`src/rtl/if_stage_if.sv`:
```
// Instruction-memory fetch bus: one request/accept handshake plus a response
// channel. The fetch stage is the master and memory is the slave.
interface if_stage_if;
   logic        req;
   logic [31:0] addr;
   logic        ready;
   logic        rvalid;
   logic [31:0] rdata;

   modport master (output req, output addr, input ready, input rvalid, input rdata);
   modport slave  (input req, input addr, output ready, output rvalid, output rdata);
endinterface

```
`src/rtl/if_stage.sv`:
```
// Instruction-fetch stage with IF/ID register. It keeps at most one fetch
// outstanding and honours stall and redirect from later stages.
module if_stage #(
   parameter logic [31:0] RESET_PC = 32'h0000_3000
) (
   input  logic              clk,
   input  logic              rst,
   if_stage_if.master        imem,
   input  logic              stall,
   input  logic              redirect,
   input  logic [31:0]       redirect_pc,
   output logic              id_valid,
   output logic [31:0]       id_instr,
   output logic [31:0]       id_pc,
   output logic [31:0]       id_pc_plus4,
   output logic [15:0]       id_imm
);

   typedef enum logic [1:0] {REQ, WAIT, HOLD} state_t;

   state_t      state, state_nx;
   logic [31:0] pc, pc_nx;
   logic [31:0] pend_pc;
   logic [31:0] buf_instr, buf_pc;
   logic        squash;
   logic        take_pend, load_id, from_buf, load_buf, set_squash, clr_squash;
   logic [31:0] redirect_al;

   assign redirect_al = {redirect_pc[31:2], 2'b00};
   assign imem.addr   = pc;

   always_ff @(posedge clk or posedge rst) begin
      if (rst) state <= REQ;
      else     state <= state_nx;
   end

   always_comb begin
      state_nx   = state;
      pc_nx      = pc;
      imem.req   = 1'b0;
      take_pend  = 1'b0;
      load_id    = 1'b0;
      from_buf   = 1'b0;
      load_buf   = 1'b0;
      set_squash = 1'b0;
      clr_squash = 1'b0;
      case (state)
         REQ: begin
            imem.req = ~redirect;
            if (redirect) begin
               pc_nx = redirect_al;
            end else if (imem.ready) begin
               take_pend = 1'b1;
               state_nx  = WAIT;
            end
         end
         WAIT: begin
            if (imem.rvalid) begin
               if (squash || redirect) begin
                  clr_squash = 1'b1;
                  state_nx   = REQ;
               end else if (!stall) begin
                  load_id  = 1'b1;
                  pc_nx    = pend_pc + 32'd4;
                  state_nx = REQ;
               end else begin
                  load_buf = 1'b1;
                  state_nx = HOLD;
               end
            end else if (redirect) begin
               set_squash = 1'b1;
            end
            if (redirect) pc_nx = redirect_al;
         end
         HOLD: begin
            if (redirect) begin
               pc_nx    = redirect_al;
               state_nx = REQ;
            end else if (!stall) begin
               load_id  = 1'b1;
               from_buf = 1'b1;
               pc_nx    = buf_pc + 32'd4;
               state_nx = REQ;
            end
         end
         default: state_nx = REQ;
      endcase
   end

   // Fetch-side registers: PC, squash marker, hold buffer
   always_ff @(posedge clk or posedge rst) begin
      if (rst) begin
         pc        <= RESET_PC;
         squash    <= 1'b0;
         buf_instr <= 32'd0;
         buf_pc    <= 32'd0;
      end else begin
         pc <= pc_nx;
         if (clr_squash)      squash <= 1'b0;
         else if (set_squash) squash <= 1'b1;
         if (load_buf) begin
            buf_instr <= imem.rdata;
            buf_pc    <= pend_pc;
         end
      end
   end

   // The in-flight address is not reset: a late response after reset is ignored.
   always_ff @(posedge clk) begin
      if (take_pend) pend_pc <= pc;
   end

   // IF/ID register: flush beats stall, stall beats bubble insertion
   always_ff @(posedge clk or posedge rst) begin
      if (rst) begin
         id_valid <= 1'b0;
         id_instr <= 32'd0;
         id_pc    <= 32'd0;
      end else if (redirect) begin
         id_valid <= 1'b0;
      end else if (!stall) begin
         if (load_id) begin
            id_valid <= 1'b1;
            id_instr <= from_buf ? buf_instr : imem.rdata;
            id_pc    <= from_buf ? buf_pc    : pend_pc;
         end else begin
            id_valid <= 1'b0;
         end
      end
   end

   assign id_pc_plus4 = id_pc + 32'd4;
   assign id_imm      = id_instr[15:0];

endmodule

```
`src/flat_wrapper.sv`:
```
// flat-port wrapper written by rule: the top's interface ports become plain ports
module if_stage_flat 
#(
   parameter logic [31:0] RESET_PC = 32'h0000_3000
)
  (clk, rst, stall, redirect, redirect_pc, id_valid, id_instr, id_pc, id_pc_plus4, id_imm, imem_req, imem_addr, imem_ready, imem_rvalid, imem_rdata);
  if_stage_if imem_i ();
  input  logic clk;
  input  logic rst;
  input  logic stall;
  input  logic redirect;
  input  logic [31:0] redirect_pc;
  output logic id_valid;
  output logic [31:0] id_instr;
  output logic [31:0] id_pc;
  output logic [31:0] id_pc_plus4;
  output logic [15:0] id_imm;
  output wire logic [$bits(imem_i.req)-1:0] imem_req;
  output wire logic [$bits(imem_i.addr)-1:0] imem_addr;
  input wire logic [$bits(imem_i.ready)-1:0] imem_ready;
  input wire logic [$bits(imem_i.rvalid)-1:0] imem_rvalid;
  input wire logic [$bits(imem_i.rdata)-1:0] imem_rdata;
  assign imem_req = imem_i.req;
  assign imem_addr = imem_i.addr;
  assign imem_i.ready = imem_ready;
  assign imem_i.rvalid = imem_rvalid;
  assign imem_i.rdata = imem_rdata;
  if_stage #(.RESET_PC(RESET_PC)) u_core (.clk(clk), .rst(rst), .imem(imem_i), .stall(stall), .redirect(redirect), .redirect_pc(redirect_pc), .id_valid(id_valid), .id_instr(id_instr), .id_pc(id_pc), .id_pc_plus4(id_pc_plus4), .id_imm(id_imm));
endmodule
```
`config.mk`:
```
export PLATFORM = sky130hd
export DESIGN_NAME = if_stage_flat
export DESIGN_NICKNAME = d
export VERILOG_FILES = /design/src/rtl/if_stage_if.sv /design/src/rtl/if_stage.sv /design/src/flat_wrapper.sv
export SDC_FILE = /design/constraint.sdc
export NUM_CORES = 1
export LEC_CHECK = 0
export CORE_MARGIN = 5
export CORE_UTILIZATION = 47
export DETAILED_ROUTE_END_ITERATION = 6
export PLACE_DENSITY = 0.79
export SETUP_SLACK_MARGIN = 0.3
export SYNTH_ARGS = -nofsm -noshare
export SYNTH_HDL_FRONTEND = slang
export SYNTH_SLANG_ARGS = --single-unit
```
`constraint.sdc`:
```
create_clock -name clk -period 5.47 [get_ports clk]
set_input_delay 0.8205 -clock clk [delete_from_list [all_inputs] [get_ports clk]]
set_output_delay 0.8205 -clock clk [all_outputs]
set_load 0.01 [all_outputs]
```
======== Yosys cells after proc, flatten, opt, wreduce, memory -nomap -nowiden ========
Cells that the tools add are included.
Widths: inputs -> output; s select.
operators by class
  add/sub/neg operators ................... 3
  equal/unequal tests ..................... 11
  multiplexer cells ....................... 43
  bitwise gates (word level) .............. 2
  reductions and logical operators ........ 7
operator list
  kind                   number
  $mux 32                9
  $add 32x3->32 const B  3
  $pmux 32 s3            1
  $mux 1                 24
  $mux 2                 7
  $ne 3x3->1 const B     4
  $ne 2x2->1 const B     4
  $pmux 2 s3             1
  $reduce_and 6->1       1
  $reduce_and 4->1       1
  $reduce_and 3->1       1
  $reduce_bool 3->1      1
  $eq 2x1->1 const B     1
  $eq 2x2->1 const B     1
  $logic_not 2->1        1
  $ne 2x1->1 const B     1
  $not 1->1              2
  $pmux 1 s2             1
  $reduce_bool 2->1      1
  $logic_or 1x1->1       1
word-level totals
  bits in registers ....................... 196
  input bits .............................. 70
  output and inout bits ................... 146
  logic and storage cells ................. 75

======== Logic depth before layout (Yosys ltp) ========
Gate-level depths: netlist of run 1.
  depth after elaboration ................. 7
  mapped depth ............................ 10
  gate-level depth less buffers ........... 8

======== Least setup slack after synthesis of run 1 ========
OpenSTA, ideal clock, no wires.
  path kind ............................... input -> register
  from .................................... input port redirect
  to ...................................... register u_core.pend_pc[0], enable pin
  setup time .............................. 0.421 ns
  data arrival time ....................... 2.680 ns
  data required time ...................... 5.049 ns
  setup slack ............................. 2.369 ns
  cell stages on the path ................. 4
  cells stage by stage .................... clkbuf_2 > clkbuf_8 > nand2b_1 > nor2_1
on the way
  word-level cells in the longest chain between the ends .. 2
RTL lines
  what                    RTL line            text
  start: declaration      flat_wrapper.sv:11  input logic redirect;
  $mux 1                  if_stage.sv:50      if (redirect) begin
  $mux 1                  if_stage.sv:47      case (state)
  net u_core.take_pend    if_stage.sv:26      logic take_pend, load_id, from_buf, load_buf, set_squash, clr_squash;
  end signal: assignment  if_stage.sv:110     if (take_pend) pend_pc <= pc;
  end: declaration        if_stage.sv:23      logic [31:0] pend_pc;
The timed path passes the listed nets, and every way through them passes these cells.
A chain may end at the register's enable or synchronous reset.

======== Final worst setup path of run 1 ========
  from .................................... register u_core.id_pc[2]
  to ...................................... output port id_pc_plus4[28]
on the way
  word-level cells in the longest chain between the ends .. 1
RTL lines
  what                      RTL line            text
  start: declaration        if_stage.sv:14      output logic [31:0] id_pc,
  start signal: assignment  if_stage.sv:125     id_pc <= from_buf ? buf_pc : pend_pc;
  $add 32x3->32             if_stage.sv:132     assign id_pc_plus4 = id_pc + 32'd4;
  end: declaration          flat_wrapper.sv:16  output logic [31:0] id_pc_plus4;
No other way between the ends.

==> results.txt, run 1 <==
----------------------------------------------------
[Status]
  Result of the run ... completed

[STA]
  Maximum frequency from static timing analysis ... 0.265 GHz
  Final critical path time including I/O delays and setup ... 3.77 ns
  Pins Over Slew Limit ... 0
  Setup repair after global routing missed its margin ... false
  Final Skew ... 0.0129 ns
  Worst hold margin ... 0.480 ns
  Setup-violating endpoint count in the final report ... 0
  Relative max-transition margin ... 0.334
  Setup TNS ... 0 ns
  Worst Tran Pin Value ... 0.999 ns
  Final worst path period share ... 0.689
  Number of failing hold endpoints at the final stage ... 0

[Power]
  Static Leak ... 5.08 nW
  Cell Pwr Density ... 500 nW/um^2
  Tot Pwr ... 0.00638 W
  Maximum vdd drop ... 0.358 mV

[Synth]
  Number of instances in the synthesized netlist ... 919
  Biggest area contributors in the synthesized netlist ... dfrtp_1 (40%), edfxtp_1 (9.6%), mux2_2 (6.9%)
  Post-synthesis sequential area ratio ... 0.505
  Post-Synthesis Cell Area ... 10000 sq um
  Synth cell count leaders ... dfrtp_1 (162), nand2_1 (102), o21ai_0 (62)
  Post-synthesis area per instance ... 10.9 sq um
  Proportion of netlist area held by the largest area contributor ... 0.404
  Post-synth cell types ... 63
  Synth Register Bits ... 196
  Count of yosys warnings during synthesis ... 0
  Most common flop cell mapped by yosys ... dfrtp_1
  Synth async-reset ratio ... 0.837
  Most area-hungry cell type in the Yosys netlist ... dfrtp_1
  Most numerous cell in the Yosys netlist ... dfrtp_1
  Count of flip-flops with a built-in enable after synthesis ... 32
  Syn Nets ... 995

[Worst setup path]
  Crit Path Max Fanout ... 6
  Data required time at the worst endpoint ... 4.65 ns
  End of the worst register-to-register path ... u_core.buf_instr[8]
  CP startpoint kind ... flip-flop
  Startpoint of the worst register-to-register path ... u_core.state[1]
  Worst setup path class ... reg -> out
  Setup slack of the most critical reg-to-reg path ... 2.28 ns
  Critical path endpoint category ... output port
  Worst EP arrival ... 2.95 ns
  Depth of the worst register-to-register path ... 6

[GRT]
  Number of antenna violations at the first check in global routing ... 0
  Largest net degree at the start of global routing ... 123
  Combined global-route utilization of all metal layers ... 0.213
  First-pass GRT wire length ... 41700 um
  Vias in the first global route ... 7665
  Total congestion overflow ... 0

[Cells and area]
  Share of cells above drive strength 1 ... 0.117
  Layout-stage area growth over the synthesis result ... 27.5%
  Footprint of the multi-input gates ... 4530 sq um
  Filler cell count in the final layout ... 1698
  Number of antenna repair diodes ... 0
  Net count reported at finish ... 1169
  Cell area after layout ... 12800 sq um
  Flip-flop and latch area ... 5070 sq um

[Placed design]
  Total placed instance area ... 12200 sq um
  Port Buffers ... 213
  Half-perimeter wire length after placement ... 18000 um
  GPL Wtd Cong ... 0.898

[Clock tree]
  Clock sinks ... 196
  Clock tree root buffer cell ... clkbuf_16
  Number of buffers on the longest clock path ... 2
  Insertion delay of the later-clocked pin in the worst-skew pair ... 0.43 ns
  CTS tree ... yes
  Num CTS Buffers ... 17
  Number of hold-repair buffers added at the cts stage ... 0
  Clock transition at the register clock pins on the worst setup and hold paths after CTS ... 0.07 ns
  H-tree levels ... 4
  Number of gates resized after cts ... 0
  Post-CTS setup buffer count ... 0

[Die]
  Die W ... 156 um
  Row cnt ... 53
  Die Area ... 24400 sq um
  Y dimension of the die ... 156 um
  Standard cell core area ... 21000 sq um
  Starting density of the core ... 0.477
  I/O pins ... 216

[Min path]
  Hold WC Path Type ... reg -> reg
  Worst min-delay path startpoint ... u_core.imem.addr[4]
  Endpoint of the worst hold path ... u_core.pend_pc[4]
  Min-Delay Path Depth ... 0

[Routing]
  Residual DRC count ... 0
  Per-cell routed wire length ... 18.6 um
  Overall routed net length ... 25700 um
  DRC marker count from the first detailed-route iteration ... 692
  Number of vias per cell after detailed routing ... 5.56
  Total vias in the final route ... 7682
  Length of the first detailed-routing pass in iterations ... 6
  Detail Route Antenna Nets ... 0

[Run]
  Max-cap viol count ... 0

----------------------------------------------------
==> flip-flops by register name, indices dropped and copies added, names as in the netlist <==
signal and cells:
u_core.id_instr 32, u_core.id_pc 32, u_core.imem.addr 32, u_core.pend_pc 32
u_core.state 2, u_core.squash 1, u_core.id_valid 1, u_core.buf_pc 32
u_core.buf_instr 32
==> kinds of logic after synthesis <==
kind of cell / count (synthesis) / synth area share
buffers and inverters: 78 / 0.0452
AND/OR/NAND/NOR: 276 / 0.143
adder cells (fa/ha/maj): 6 / 0.00749
XOR/XNOR: 83 / 0.0725
multiplexers: 121 / 0.128
AO/OA/AOI/OAI: 159 / 0.0978
flip-flops: 196 / 0.505
==> where the power goes <==
group | switching [W] | internal, W
clock | 0.000578 | 0.000695
sequential | 0.000591 | 0.00208
combinational | 0.00113 | 0.00131
total | 0.00230 | 0.00409
==> layer usage <==
| layer | up-vias | global-route usage | wire length [um] |
|---|---|---|---|
| met4 | 0 | 0.0434 | 325 |
| met2 | 310 | 0.349 | 12200 |
| li1 | 3612 | - | - |
| met1 | 3726 | 0.301 | 11400 |
| met3 | 34 | 0.0366 | 1710 |
| met5 | - | 0 | 0 |
==> worst max-delay path by stage <==
stage               cells after the start             from                    to  slack [ns]
floorplan                               4         redirect     u_core.pend_pc[0]        2.37
global placement                        5         redirect   u_core.id_instr[17]        2.10
detailed placement                      4         redirect  u_core.buf_instr[30]        2.03
CTS                                     8  u_core.id_pc[2]       id_pc_plus4[28]        1.62
global route                            8  u_core.id_pc[2]       id_pc_plus4[30]        1.43
finish                                  8  u_core.id_pc[2]       id_pc_plus4[28]        1.70
==> per-stage QoR <==
step                utilization  cells  setup slack (ns)
floorplan                     -    919              2.37
global placement          0.580   1349              2.10
detailed placement        0.580   1349              2.03
CTS                       0.608   1381              1.62
global route              0.608   1381              1.43
finish                    0.608   1381              1.70
==> worst max-delay path, stage by stage, from the launching register on <==
cell	delay, ns
dfrtp_1	0.42
ha_1	0.22
nand3_1	0.20
nor3_2	0.38
and2b_1	0.27
and2_1	0.21
nand3_1	0.11
xnor2_1	0.15
clkdlybuf4s50_1	0.56
==> cells in the final DEF (no fill, tap or decap), types with 3 or more instances in the layout <==
cell type          n
nand2_1          101
inv_6              5
ha_1               6
nand4_1           21
o21ai_0           62
o22a_1             3
nor3_1             6
nor2_1            48
edfxtp_1          32
xnor2_1           47
o21ai_1           19
inv_1             13
buf_4              3
mux2i_1           60
and4_1             5
o22ai_1           14
mux2_2            61
clkdlybuf4s50_1  213
a22oi_1            7
a221oi_1           8
a21oi_1           24
nor4_1             4
and3_1            28
nor3_2             3
xor2_1            36
nor3_4             3
o221ai_1           8
clkbuf_16         17
dfrtp_1          162
nand3_1           34
==> layout make-up <==
cell class	count	share of cell area
flip-flops and latches	196	0.396
clock inverters	13	0.0113
repair buffers	218	0.172
inverters	15	0.00470
multi-input cells	645	0.354
well taps	275	0.0269
clock buffers	19	0.0347
Power figures use the tool's default switching activity.
==> inputs of run 2 (changes only) <==
- clock period: 5.47 -> 3.2 ns (I/O delays scaled with it)
==> run 2 against run 1 <==
Effect of this change: count of clock-buffer cells in the layout did not move; largest power group unchanged; critical endpoint is now id_pc_plus4[30]; die area is the same; clock power increased by 72%; highest routed layer unchanged.
==> results.txt, run 2 (synthesis results as in run 1) <==
----------------------------------------------------
[Placed design]
  Half-perimeter wire length after placement ... 18800 um (+4.5%)
  Port Buffers ... 213 (unchanged)
  Cell count after placement ... 1362 (+0.96%)
  GPL Wtd Cong ... 0.876 (-2.5%)

[Worst setup path]
  CP startpoint kind ... flip-flop
  Worst EP arrival ... 2.30 ns (-0.65 ns)
  Worst setup path class ... reg -> out
  Largest incremental delay on the critical path ... 0.41 ns (-0.15 ns)
  Number of cells on the critical path ... 8 (unchanged)
  Buffering stage count on the worst path with inverters included ... 1 (unchanged)
  End of the worst register-to-register path ... u_core.id_instr[17]
  Dominant delay contributor by cell family on the critical path ... simple AND/OR/NAND/NOR gates
  Cell with the largest stage delay on the worst path ... dfrtp_1
  Crit Path Max Fanout ... 4 (-2)
  Critical path endpoint category ... output port
  Data required time at the worst endpoint ... 2.72 ns (-1.93 ns)
  Startpoint of the worst register-to-register path ... u_core.state[0]
  Depth of the worst register-to-register path ... 8 (+2)
  Cells along the critical path ... ha_2 -> nand3_2 -> nor3_4 -> and2b_2 -> and2_4 -> nand3_1 -> xnor2_1 -> clkdlybuf4s15_1
  Setup slack of the most critical reg-to-reg path ... 0.59 ns (-1.69 ns)

[GRT]
  Total congestion overflow ... 0 (unchanged)
  Combined global-route utilization of all metal layers ... 0.216 (+0.00282)
  Met2 routing resource usage after global routing ... 0.350 (+0.000616)
  Routing usage on met3 ... 0.0524 (+0.0158)
  Number of antenna violations at the first check in global routing ... 0 (unchanged)
  GR Layer Usage met1 ... 0.297 (-0.00425)
  First-pass GRT wire length ... 42000 um (+0.59%)
  Vias in the first global route ... 7751 (+1.1%)
  Largest net degree at the start of global routing ... 69 (-44%)
  Global-route layer with the greatest usage ... met2

[Power]
  Combinational cell fraction of total power ... 0.396 (+0.014)
  Cell Pwr Density ... 842 nW/um^2 (+69%)
  Sequential share of power ... 0.407 (-0.011)
  Maximum vdd drop ... 0.464 mV (+30%)
  Cell Int Power ... 0.00710 W (+74%)
  Fraction of power consumed by the clock network ... 0.197 (-0.002)
  Net switching fraction of the power ... 0.362 (+0.00210)
  Net switching power of the design ... 0.00403 W (+75%)
  Static Leak ... 5.44 nW (+7.1%)

[Clock tree]
  Clock transition at the register clock pins on the worst setup and hold paths after CTS ... 0.07 ns (about the same)
  Clock sinks ... 196 (unchanged)
  H-tree levels ... 4 (unchanged)
  Number of buffers on the longest clock path ... 2 (unchanged)
  Insertion delay of the later-clocked pin in the worst-skew pair ... 0.43 ns (about the same)
  Clock tree root buffer cell ... clkbuf_16
  Num CTS Buffers ... 17 (unchanged)
  CTS tree ... yes

[STA]
  Worst Tran Pin Value ... 0.800 ns (-0.199 ns)
  Worst hold margin ... 0.483 ns (+0.00354 ns)
  Setup TNS ... 0 ns (unchanged)
  Maximum frequency from static timing analysis ... 0.360 GHz
  Number of failing hold endpoints at the final stage ... 0 (unchanged)
  Relative max-transition margin ... 0.466 (+0.131)
  Setup repair after global routing missed its margin ... false
  Pins Over Slew Limit ... 0 (unchanged)
  Setup-violating endpoint count in the final report ... 0 (unchanged)
  Final Skew ... 0.00819 ns (-0.00475 ns)
  Final worst path period share ... 0.868
  Final critical path time including I/O delays and setup ... 2.78 ns

[Cells and area]
  Most common cell after layout, fill and taps aside ... clkdlybuf4s50_1
  Net count reported at finish ... 1208 (+3.3%)
  Flip-flop and latch area ... 5080 sq um (+0.22%)
  Share of cells above drive strength 1 ... 0.167 (+0.0502)
  Number of antenna repair diodes ... 0 (unchanged)
  Footprint of the multi-input gates ... 4560 sq um (+0.77%)
  Utilization after layout ... 0.628 (+0.0204)
  Final cell count without fillers ... 1420 (+2.8%)
  Filler cell count in the final layout ... 1634 (-3.8%)
  Most used cells in the layout excluding fill and tap cells ... clkdlybuf4s50_1 (196), dfrtp_1 (153), nand2_1 (101)
  Layout-stage area growth over the synthesis result ... 31.8%

[Min path]
  Min-Delay Path Depth ... 0 (unchanged)
  Worst min-delay path startpoint ... u_core.imem.addr[2]
  Endpoint of the worst hold path ... u_core.pend_pc[2]
  Hold WC Path Type ... reg -> reg

[Routing]
  Number of vias per cell after detailed routing ... 5.48 (-1.5%)
  Total vias in the final route ... 7777 (+1.2%)
  DRC marker count from the first detailed-route iteration ... 583 (-16%)
  Length of the first detailed-routing pass in iterations ... 6 (unchanged)
  Residual DRC count ... 0 (unchanged)
  Per-cell routed wire length ... 18.5 um (-0.77%)
  Overall routed net length ... 26200 um (+2.0%)
  Detail Route Antenna Nets ... 0 (unchanged)

[Status]
  Result of the run ... completed

[Die]
  Row cnt ... 53 (unchanged)
  Starting density of the core ... 0.477 (unchanged)
  I/O pins ... 216 (unchanged)
  Y dimension of the die ... 156 um (unchanged)
  Die W ... 156 um (unchanged)
  Die Area ... 24400 sq um (unchanged)
  Standard cell core area ... 21000 sq um (unchanged)

[Run]
  Max-cap viol count ... 0 (unchanged)

----------------------------------------------------
[run 2: worst reg2reg max path, delay by kind of cell, from the launching register on]
family	cells	cell delay, ns
buffers and inverters	4	0.85
adder cells (fa/ha/maj)	1	0.54
flip-flops	1	0.41
AND/OR/NAND/NOR	1	0.37
multiplexers	1	0.20
AO/OA/AOI/OAI	1	0.10
[run 2: what timing repair did]
item                                    CTS  global route
pin swaps                                 2             2
setup buffers                            11            15
endpoints found under the setup margin   18             9
resized for setup                        30            12
hold buffers                              0             0
[run 2: layer usage]
layer	wire [um]	vias to the layer above
met5	0	-
met4	343	0
met2	12400	304
met1	11600	3737
li1	-	3707
met3	1790	29
[run 2: power groups by stage]
stage,Clock [W],Sequential [W],Combinational [W]
after CTS,0.00223,0.00453,0.00435
after detailed placement,0,0.00458,0.00429
after global routing,0.00233,0.00467,0.00480
final,0.00219,0.00452,0.00441
after global placement,0,0.00452,0.00418
after floorplan,0,0.00455,0.00223
[run 2: how the worst max path moves through the flow]
| stage | startpoint | endpoint | slack [ns] |
|---|---|---|---|
| 2_1_floorplan | redirect | u_core.pend_pc[0] | 0.44 |
| 3_3_place_gp | u_core.id_pc[2] | id_pc_plus4[28] | 0.35 |
| 3_5_place_dp | u_core.id_pc[2] | id_pc_plus4[28] | 0.31 |
| 4_1_cts | u_core.id_pc[3] | id_pc_plus4[31] | 0.19 |
| 5_1_grt | u_core.id_pc[2] | id_pc_plus4[24] | 0.29 |
| 6_report | u_core.id_pc[2] | id_pc_plus4[30] | 0.42 |
[run 2: metrics by stage]
stage / total power, W / area (sq um) / worst slack (ns)
6_report: 0.0111 / 13200 / 0.423
5_1_grt: 0.0118 / 13200 / 0.294
4_1_cts: 0.0111 / 13100 / 0.191
3_5_place_dp: 0.00887 / 12400 / 0.306
3_3_place_gp: 0.00870 / 12400 / 0.352
2_1_floorplan: 0.00678 / 10000 / 0.440
[run 2: cell type report]
cell class,count,share of cell area
multi-input cells,645,0.345
flip-flops and latches,196,0.384
inverters,15,0.00455
clock inverters,13,0.0100
well taps,275,0.0260
clock buffers,19,0.0351
repair buffers,257,0.194
==> edit 1: new RTL, flow settings as in run 1 <==
Re-encode `state_t` (3 states) as one-hot, 3 bits wide.
--- a/src/rtl/if_stage.sv
+++ b/src/rtl/if_stage.sv
@@ -16,7 +16,7 @@
    output logic [15:0]       id_imm
 );
 
-   typedef enum logic [1:0] {REQ, WAIT, HOLD} state_t;
+   typedef enum logic [2:0] {REQ = 3'b001, WAIT = 3'b010, HOLD = 3'b100} state_t;
 
    state_t      state, state_nx;
    logic [31:0] pc, pc_nx;
Behaviour: no difference found for any inputs over 4 cycles, from zero or initial values and one cycle with rst high; so few cycles prove little.
==> edit 1 against run 1 <==
- utilization shrank 0.28 points
- clock skew shrank 3.8 ps
- synthesized area shrank 1.9%
- highest routed layer unchanged
- routed wire length grew 10%
- worst setup slack lost 210 ps
- sequential cell count grew 1
- power shrank 29%
- cell area shrank 1.4%
==> edit 1: results (changes against run 1) <==
Clock network
  – H-tree Lvls: 4 (unchanged)
  – CTS buffer count: 17 (unchanged)
  – Skew-Pair Late Insertion Delay: 440 ps
  – Post-CTS setup buffers: 0 (unchanged)
  – Clock slew at reported path FFs: 70 ps (about the same)
  – # resized after CTS: 0 (unchanged)
  – CTS root buf: clkbuf_16 (unchanged)
  – Clock buffer depth: 2 (unchanged)

Global routing
  – Initial antenna violation count: 0 (unchanged)
  – Vias in the first global route: 8,132 (was 7,665)
  – First-pass GRT wire length: 44,560 um (was 41,720 um)
  – Pin count of the biggest net entering global routing: 166 (was 123)
  – All-Layer GR Usage: 23.39% (was 21.32%)

Synth
  – Post-synth EDFFs: 32 (unchanged)
  – Commonest cells in the netlist: dfrtp_1, nor2_1, a21oi_1 (was dfrtp_1, nand2_1, o21ai_0)
  – Yosys cell types: 64 (was 63)
  – Syn_nets: 1,024 (was 995)
  – Seq/Total Area, Yosys: 51.79% (was 50.54%)
  – Async S/R FF share, synth: 83.76% (was 83.67%)
  – Synth warn: 0 (unchanged)
  – Synth top area cells: dfrtp_1, edfxtp_1, nor2_1 (was dfrtp_1, edfxtp_1, mux2_2)

Hold path
  – Hold-critical path endpoint: u_core.pend_pc[1] (was u_core.pend_pc[4])
  – Hold_sp: u_core.imem.addr[1] (was u_core.imem.addr[4])
  – Min-delay worst type: flip-flop to flip-flop (unchanged)
  – Hold Path Stages: 0 (unchanged)

Critical path
  – Worst flop-to-flop path endpoint: u_core.buf_instr[16] (was u_core.buf_instr[8])
  – Slack of the worst reg-to-reg path: 2340 ps (was 2280 ps)
  – Worst-path maximum fanout: 7 (was 6)
  – Crit path DAT: 3160 ps (was 2950 ps)
  – Reg2reg start: u_core.state[1] (unchanged)
  – Worst path max stage delay: 570 ps
  – CP max stage cell: clkdlybuf4s50_1 (unchanged)
  – Crit path launch: u_core.id_pc[4] (was u_core.id_pc[2])
  – Reg2Reg Depth: 5 (was 6)
  – Critical Path Sink: id_pc_plus4[30] (was id_pc_plus4[28])

STA
  – Max_slew headroom: 14.47% (was 33.42%)
  – Skew final: 9.113 ps (was 12.94 ps)
  – Fmax: 251.0 MHz (was 265.2 MHz)

Finish
  – Ant. Diodes: 0 (unchanged)
  – Filler cells: 1,731 (was 1,698)
  – Fin nets: 1,190 (was 1,169)
  – Layout cell share with drive strength beyond 1: 7.965% (was 11.66%)

Power and ir drop
  – Leakage Power: 5.160 nW (was 5.077 nW)
  – Worst vdd ir: 0.0002244 V (was 0.0003582 V)

Drt
  – Initial DRT Pass Iterations: 6 (unchanged)
  – Initial DRC Count: 880 (was 692)
  – Post-Route WL: 28,270 um (was 25,680 um)
  – Drt via density: 5.891 (was 5.563)

Placed design
  – Final HPWL DP: 19,250 um (was 18,020 um)
  – Place WS: 1701 ps (was 2035 ps)
  – Placer Congestion: 0.9155 (was 0.8984)
  – Port-buffer cells: 213 (unchanged)

Outcome
  – Status: finished clean (unchanged)
## edit 1: worst max-delay path, delay by kind of cell, from the launching register on
family | cells | cell delay, ps
simple gates | 5 | 1500
flops | 1 | 490
xor+xnor | 1 | 160
buf+inv | 1 | 570
## edit 1: kinds of logic after synthesis
logic type | Yosys count | synth area share [%]
xor gates and xnor gates | 82 | 7.302
muxes | 64 | 7.302
adders and majority gates | 3 | 0.3817
AOI/OAI and AO/OA | 210 | 12.90
buffers and inverters | 89 | 4.707
DFF | 197 | 51.79
and+or+nand+nor | 306 | 15.62
## edit 1: per-layer routing
metal	share of wire, %	track usage, %	vias to the layer above	wire (um)
met5	0	0	-	0
met2	45	35.30	429	12780
met4	2.2	7.317	0	634
met1	43	33.95	4034	12230
li1	-	-	3769	-
met3	9.3	5.036	45	2617
## edit 1: through the flow
step | instance area [um^2] | hold slack, ps | instances | power [mW]
floorplan | 9839 | 458.9 | 951 | 2.594
CTS | 12600 | 478.3 | 1405 | 4.594
global route | 12600 | 493.4 | 1405 | 4.787
global placement | 12020 | 457.9 | 1373 | 3.309
finish | 12600 | 473.6 | 1405 | 4.558
detailed placement | 12020 | 459.5 | 1373 | 3.348
## edit 1: power by group
| group | switching, mW | total, mW | internal, mW | leakage (nW) |
|---|---|---|---|---|
| Clock | 0.628 | 1.24 | 0.615 | 0.289 |
| Combinational | 0.531 | 1.26 | 0.725 | 2.46 |
| Sequential | 0.291 | 2.06 | 1.77 | 2.41 |
## edit 1: final cells by class
cell class	count	area [um^2]	share of cell area, %
clock buffer	17	425.4	3.376
clock inverter	15	160.2	1.271
inverter	12	48.80	0.3873
multi-input combinational	665	4302	34.14
sequential	197	5094	40.42
tap	275	344.1	2.731
timing repair buffer	224	2227	17.67
==> edit 2: new RTL, flow settings as in run 1 <==
Without the edit above. `RESET_PC` is set to 32'h0000_3000 in 2 places; all go to 32'h00002000.
--- a/src/rtl/if_stage.sv
+++ b/src/rtl/if_stage.sv
@@ -1,7 +1,7 @@
 // Instruction-fetch stage with IF/ID register. It keeps at most one fetch
 // outstanding and honours stall and redirect from later stages.
 module if_stage #(
-   parameter logic [31:0] RESET_PC = 32'h0000_3000
+   parameter logic [31:0] RESET_PC = 32'h00002000
 ) (
    input  logic              clk,
    input  logic              rst,
--- a/src/flat_wrapper.sv
+++ b/src/flat_wrapper.sv
@@ -1,7 +1,7 @@
 // flat-port wrapper written by rule: the top's interface ports become plain ports
 module if_stage_flat 
 #(
-   parameter logic [31:0] RESET_PC = 32'h0000_3000
+   parameter logic [31:0] RESET_PC = 32'h00002000
 )
   (clk, rst, stall, redirect, redirect_pc, id_valid, id_instr, id_pc, id_pc_plus4, id_imm, imem_req, imem_addr, imem_ready, imem_rvalid, imem_rdata);
   if_stage_if imem_i ();
Behaviour: not the same (a bounded check fails within 4 cycles, from zero or initial values and one cycle with rst high).
==> edit 2 against run 1 <==
- power fell by 0.82%
- synthesized cell count stayed put
- routed wire length decreased by 0.88%
- worst setup slack improved by 2.7 ps
- cell area fell by 0.20%
- synthesized area hardly changed
- sequential cell count is the same
- sequential share of layout area up 0.068 points
- final cell count is the same
==> edit 2: results (changes against run 1) <==
Outcome
  – Status: finished clean (unchanged)

Drt
  – Initial DRT Pass Iterations: 5 (was 6)
  – Drt via density: 5.561 (was 5.563)
  – Met2 Wirelength: 12,130 um (was 12,220 um)

Synth
  – Post-synthesis compound-gate area fraction: 9.785% (was 9.784%)
  – Commonest cells in the netlist: dfrtp_1, nand2_1, o21ai_0 (unchanged)
  – Post-synthesis mux area share: 12.84% (about the same)
  – Seq/Total Area, Yosys: 50.54% (about the same)
  – Adder-cell share of the synthesized area: 0.7489% (was 0.7488%)
  – Synth top area cells: dfrtp_1, edfxtp_1, mux2_2 (unchanged)
  – XOR/XNOR Fraction of Synth Area: 7.252% (was 7.251%)

Finish
  – Layout cell share with drive strength beyond 1: 11.75% (was 11.66%)
  – Signal buffers share of area: 17.20% (was 17.17%)
  – Seq area share: 39.72% (was 39.65%)
  – Filler cells: 1,692 (was 1,698)
  – ClkCell Share: 4.414% (was 4.591%)

Global routing
  – First-pass GRT wire length: 41,140 um (was 41,720 um)
  – Vias in the first global route: 7,461 (was 7,665)
  – Met1 Track Usage GR: 30.09% (was 30.15%)
  – GR met3 Demand/Resource: 3.551% (was 3.662%)
  – All-Layer GR Usage: 21.04% (was 21.32%)
  – Met2 Resource Use GR: 33.48% (was 34.90%)

STA
  – Fmax: 265.4 MHz (was 265.2 MHz)
  – Slew @ Worst Pin: 1028 ps (was 998.7 ps)
  – Skew final: 11.37 ps (was 12.94 ps)

Critical path
  – Worst flop-to-flop path endpoint: u_core.buf_instr[14] (was u_core.buf_instr[8])
  – Slack of the worst reg-to-reg path: 2320 ps (was 2280 ps)

Clock network
  – CTS Sinks: 196 (unchanged)

Hold path
  – Hold-critical path endpoint: u_core.pend_pc[29] (was u_core.pend_pc[4])
  – Hold_sp: u_core.imem.addr[29] (was u_core.imem.addr[4])

Placed design
  – Placer Congestion: 0.8864 (was 0.8984)
  – Place WS: 2072 ps (was 2035 ps)

Power and ir drop
  – Leakage Power: 5.071 nW (was 5.077 nW)
  – Worst vdd ir: 0.0003327 V (was 0.0003582 V)
## edit 2: changes by cell type in the layout (fill, tap and decap cells not counted), sizes merged
cell / change
dfrtp: +1
inv: +3
bufinv: -2
clkinv: -1
dfstp: -1
## edit 2: power breakdown
group | internal, mW | total (mW) | leakage, nW | switching (mW)
Clock | 0.625 | 1.21 | 0.279 | 0.588
Combinational | 1.31 | 2.45 | 2.41 | 1.14
Sequential | 2.08 | 2.67 | 2.39 | 0.591
## edit 2: per-stage QoR
stage,power (mW),cells,cell area (um^2),hold slack (ps)
after floorplan,3.962,919,10030,479.1
after global placement,5.051,1349,12190,457.8
after detailed placement,5.148,1349,12190,466.7
after CTS,6.379,1381,12760,485.2
after global routing,6.718,1381,12760,497.9
final,6.332,1381,12760,477.9
## edit 2: critical path, cell delays in order, from the launching register on
cell             delay (ps)
dfrtp_1                 420
ha_1                    200
nand3_1                 210
nor3_2                  360
and2b_1                 270
and2_1                  210
nand3_1                 130
xnor2_1                 150
clkdlybuf4s50_1         550
